==> src/rtl/cpu_boot_loader.sv <==
// Boot sequencer: holds the core in reset, loads a MAGIC/LEN/payload/CSUM byte stream
// into instruction memory word by word, verifies the checksum, then releases the core.
module cpu_boot_loader #(
   parameter int          IMEM_WORDS = 1024,
   parameter logic [7:0]  MAGIC      = 8'hA5,
   localparam int         AW         = $clog2(IMEM_WORDS)
) (
   input  logic          clk,
   input  logic          reset,
   input  logic          boot_req,
   input  logic          rx_valid,
   input  logic [7:0]    rx_data,
   output logic          rx_ready,
   output logic          imem_we,
   output logic [AW-1:0] imem_addr,
   output logic [31:0]   imem_wdata,
   output logic          cpu_reset,
   output logic          busy,
   output logic          done,
   output logic          err,
   output logic [1:0]    err_cause,
   output logic [AW:0]   words_loaded
);

   // Handshake: a byte moves on a rising clk edge where rx_valid && rx_ready are both 1;
   // rx_ready never depends on rx_valid.
   typedef enum logic [2:0] {
      S_WAIT_MAGIC, S_LEN, S_DATA, S_CSUM, S_RUN, S_ERROR
   } state_t;

   state_t        state, state_d;
   logic          ready_en;
   logic          xfer;
   logic [1:0]    byte_cnt;
   logic [31:0]   len_q;
   logic [31:0]   len_full;
   logic [31:0]   word_idx;
   logic [23:0]   word_acc;
   logic [7:0]    sum_q;
   logic          cpu_reset_d, busy_d, done_d, err_d;
   logic [1:0]    err_cause_d;

   assign rx_ready = ready_en && !boot_req && (state != S_RUN);
   assign xfer     = rx_valid && rx_ready;
   assign len_full = {rx_data, len_q[31:8]};

   // State register
   always_ff @(posedge clk) begin
      if (reset) state <= S_WAIT_MAGIC;
      else       state <= state_d;
   end

   // Next-state logic; boot_req wins over any byte in the same cycle
   always_comb begin
      state_d = state;
      if (boot_req) begin
         state_d = S_WAIT_MAGIC;
      end else if (xfer) begin
         case (state)
            S_WAIT_MAGIC, S_ERROR: if (rx_data == MAGIC) state_d = S_LEN;
            S_LEN: begin
               if (byte_cnt == 2'd3) begin
                  if (len_full > 32'(IMEM_WORDS)) state_d = S_ERROR;
                  else if (len_full == 32'd0)     state_d = S_CSUM;
                  else                            state_d = S_DATA;
               end
            end
            S_DATA: if (byte_cnt == 2'd3 && (word_idx + 32'd1) == len_q) state_d = S_CSUM;
            S_CSUM: state_d = (rx_data == sum_q) ? S_RUN : S_ERROR;
            default: state_d = state;
         endcase
      end
   end

   // Status outputs decoded from the next state, then registered below
   always_comb begin
      cpu_reset_d = (state_d != S_RUN);
      done_d      = (state_d == S_RUN);
      busy_d      = (state_d == S_LEN) || (state_d == S_DATA) || (state_d == S_CSUM);
      err_d       = (state_d == S_ERROR);
      err_cause_d = 2'b00;
      if (state_d == S_ERROR) begin
         if (state == S_LEN)       err_cause_d = 2'b01;
         else if (state == S_CSUM) err_cause_d = 2'b10;
         else                      err_cause_d = err_cause;
      end
   end

   always_ff @(posedge clk) begin
      if (reset) begin
         ready_en  <= 1'b0;
         cpu_reset <= 1'b1;
         done      <= 1'b0;
         busy      <= 1'b0;
         err       <= 1'b0;
         err_cause <= 2'b00;
      end else begin
         ready_en  <= 1'b1;
         cpu_reset <= cpu_reset_d;
         done      <= done_d;
         busy      <= busy_d;
         err       <= err_d;
         err_cause <= err_cause_d;
      end
   end

   // Length/payload datapath and the imem write port
   always_ff @(posedge clk) begin
      if (reset) begin
         imem_we      <= 1'b0;
         imem_addr    <= '0;
         imem_wdata   <= '0;
         words_loaded <= '0;
         byte_cnt     <= 2'd0;
         len_q        <= '0;
         word_idx     <= '0;
         word_acc     <= '0;
         sum_q        <= '0;
      end else begin
         imem_we <= 1'b0;
         if (boot_req) begin
            byte_cnt     <= 2'd0;
            words_loaded <= '0;
         end else if (xfer) begin
            case (state)
               S_WAIT_MAGIC, S_ERROR: begin
                  if (rx_data == MAGIC) begin
                     byte_cnt     <= 2'd0;
                     len_q        <= '0;
                     word_idx     <= '0;
                     sum_q        <= '0;
                     words_loaded <= '0;
                  end
               end
               S_LEN: begin
                  len_q    <= len_full;
                  byte_cnt <= byte_cnt + 2'd1;
               end
               S_DATA: begin
                  sum_q    <= sum_q + rx_data;
                  byte_cnt <= byte_cnt + 2'd1;
                  word_acc <= {rx_data, word_acc[23:8]};
                  if (byte_cnt == 2'd3) begin
                     imem_we      <= 1'b1;
                     imem_addr    <= word_idx[AW-1:0];
                     imem_wdata   <= {rx_data, word_acc};
                     word_idx     <= word_idx + 32'd1;
                     words_loaded <= words_loaded + {{AW{1'b0}}, 1'b1};
                  end
               end
               default: ;
            endcase
         end
      end
   end

endmodule

==> config.mk <==
export PLATFORM = sky130hd
export DESIGN_NAME = cpu_boot_loader
export DESIGN_NICKNAME = d
export VERILOG_FILES = /design/src/rtl/cpu_boot_loader.sv
export SDC_FILE = /design/constraint.sdc
export NUM_CORES = 1
export LEC_CHECK = 0
export BUFFER_PORTS_ARGS = -buffer_cell sky130_fd_sc_hd__buf_2
export CAP_MARGIN = 0
export CORE_UTILIZATION = 55
export DETAILED_ROUTE_END_ITERATION = 8
export PLACE_DENSITY = 0.8
export SLEW_MARGIN = 20
export SYNTH_ARGS = -nofsm -noshare
export SYNTH_HDL_FRONTEND = slang
export SYNTH_SLANG_ARGS = --single-unit
==> constraint.sdc <==
create_clock -name clk -period 6.4 [get_ports clk]
set_input_delay 0.32 -clock clk [delete_from_list [all_inputs] [get_ports clk]]
set_output_delay 0.32 -clock clk [all_outputs]
set_load 0.01 [all_outputs]
==> metrics <==
Rel. slew slack=slightly above 30%; fmax=around 280 MHz; Critical path buffers and inverters=0; fin. max-slew vios=0; HP Class=input pin to register; EDFF count, synth=0; crit end category=register; Hold WS=between 150 and 200 ps; GRT Total Usage=about 28%; DP Area=about 8000 um^2; Synth async-reset ratio=0%; Net Count, Synth=~1,000; Die Wd=around 120 um; TritonRoute pass-1 iters=5; commonest non-fill, non-tap cells in the layout=212 x nand2_1, 162 x dfxtp_1, 151 x a21oi_1; ANT cells=0; CP arrival=approximately 3800 ps; Die Y=121 um; most frequent standard cell in the layout excluding fill and tap cells=nand2_1; final instance area=8770 um^2; Power Total=slightly above 2 mW; wire per inst=around 16 um; die area=approximately 15,000 um^2; setup TNS=0 ps; area delta synth->final=11.7%; Top cell by count, worst path=a2111oi_4; Core Area=approximately 14,000 um^2; Core Util, Final=63.2%; Cells after Synth=1,021; status=completed; detailed placer's ending HPWL=12.9 mm; Placed Cells=1,201; 1st-iter DRT viols=679; worst-path cell chain=ha_1 > nand3_4 > or4_4 > or3_4 > nor3_4 > a31oi_1 > a2111oi_4 > a41oi_4 > a2111oi_4; grt total ovfl=0; Worst-Skew Late Latency=approximately 430 ps; static leakage=3.04 nW; Slew @ Worst Pin=approximately 1000 ps; fin nets=roughly 1,100; CTS H-Tree Depth=4; number of buffers created by CTS=17; FF+latch count, synth=approximately 160; cell area after synthesis=7850 um^2; root buffer cell=clkbuf_16; TritonCTS clock tree=done; Syn. warnings=0; Final Skew=~12 ps; Worst EP required=slightly below 7000 ps; setup slack after layout=~2900 ps; vias per inst=about 6; sequential share of the synthesized area=41.3%; Worst Path Max Fanout=9; WL final=approximately 20 mm; Main synth FF type=dfxtp_1; number of global-route vias before repair=around 6,500; largest stage delay on the critical path=around 600 ps; RSZ-0062 raised after global routing=false; pre-CTS setup slack=between 2000 and 3000 ps; GPL Wtd Cong=roughly 0.96; initial antenna violation count=0; Worst path top cell family by delay=simple AND/OR/NAND/NOR gates; Cell Pwr Density=roughly 230 nW/um^2; setup violators final=0; post-cts sizing count=0; clk sinks=approximately 160; PortBufs=72; final cell count without fillers=approximately 1,200; Netlist cell types=61; Max-Cap Viols=0; FP Rows=43; startpoint types=register; vias post-DR=approximately 7,400; # hold bufs at CTS=0; Final ANT Viol Nets=0; Final min period=3520 ps; first-pass GRT wire length=32.3 mm; slowest CP cell=or4_4; Syn Area/Cell=7.69 um^2; io pins=73; DRC viols=0; ratio of cells with drive above 1 in the final layout=between 10 and 15%; largest net degree at the start of global routing=100; CTS max path bufs=2; WS Path Type=register to register; Post-CTS Setup Bufs=0; Final Hold Vio Count=0; Clock transition at path regs=roughly 60 ps; Final Cycle Share=a little over half; Initial Util=between 50 and 60%; maximum vdd drop=243 uV
## flip-flops by register name (all words and copies together) (netlist names), 2 cells and up
register / cells
words_loaded: 11
state: 3
imem_wdata: 32
word_idx: 32
len_q: 32
imem_addr: 10
err_cause: 2
word_acc: 24
sum_q: 8
byte_cnt: 2
## worst paths after layout
check	startpoint	end	slack (ps)	cells past startpoint
min reg2reg	imem_wdata[2]	imem_wdata[2]	450	2
max reg2reg	word_idx[0]	err_cause[0]	2880	9
min	rx_data[3]	word_acc[19]	200	3
max	word_idx[0]	err_cause[0]	2880	9
## layout make-up
cell class                      count  area (um^2)
Tap cell                          180          225
Multi-Input combinational cell    765         4250
Clock inverter                     10          100
Timing Repair Buffer               81          430
Inverter                           13         48.8
Fill cell                        1230         5110
Sequential cell                   162         3240
Clock buffer                       22          474
## worst reg2reg max path: cells and delay by family (launching register included)
kind / cells / cell delay [ps]
adder cells (fa/ha/maj): 1 / 340
flip-flops: 1 / 500
AO/OA/AOI/OAI: 4 / 1160
AND/OR/NAND/NOR: 4 / 1420
## per-layer routing
layer / global-route usage, % / routed length, um
met1: 37.7 / 8610
met4: 11.3 / 474
met3: 6.25 / 1460
met2: 42.4 / 9240
met5: 0 / 0
## synth_stat cells, drive strengths merged (2+ instances only)
| cell type | n | area (um^2) |
|---|---|---|
| o41ai | 3 | 26.3 |
| nand2 | 213 | 800 |
| nand4 | 17 | 121 |
| nor3b | 2 | 20.0 |
| a22oi | 7 | 52.6 |
| a311oi | 6 | 52.6 |
| nand3 | 59 | 308 |
| o21ai | 26 | 130 |
| inv | 13 | 48.8 |
| a2111oi | 3 | 63.8 |
| a21oi | 151 | 756 |
| nor2 | 72 | 270 |
| ha | 10 | 125 |
| nand3b | 5 | 37.5 |
| buf | 17 | 87.6 |
| a21o | 2 | 15.0 |
| a211oi | 12 | 90.1 |
| mux2i | 4 | 40.0 |
| nand2b | 3 | 18.8 |
| and4 | 3 | 26.3 |
| clkbuf | 64 | 240 |
| xor2 | 17 | 149 |
| or4 | 6 | 48.8 |
| a31oi | 14 | 87.6 |
| nor4b | 3 | 26.3 |
| and3 | 9 | 56.3 |
| nor3 | 24 | 131 |
| dfxtp | 162 | 3240 |
| xnor2 | 45 | 394 |
| o21bai | 2 | 15.0 |
| or3 | 9 | 61.3 |
| nor4 | 17 | 106 |
| and2 | 3 | 18.8 |
## report_power, final
part | total, mW | switching, mW | internal, mW | leakage, nW
Sequential | 1.01 | 0.00234 | 1.01 | 1.30
Clock | 0.982 | 0.413 | 0.569 | 0.269
Combinational | 0.0503 | 0.0377 | 0.0126 | 1.47
## kinds of logic after synthesis
group	after synthesis	synth area share [%]
buffers and inverters	94	4.80
AO/OA/AOI/OAI	236	17.8
flip-flops	162	41.3
multiplexers	4	0.510
XOR/XNOR	62	6.92
AND/OR/NAND/NOR	452	26.9
adder cells (fa/ha/maj)	11	1.85
(Power assumes the default switching activity.)
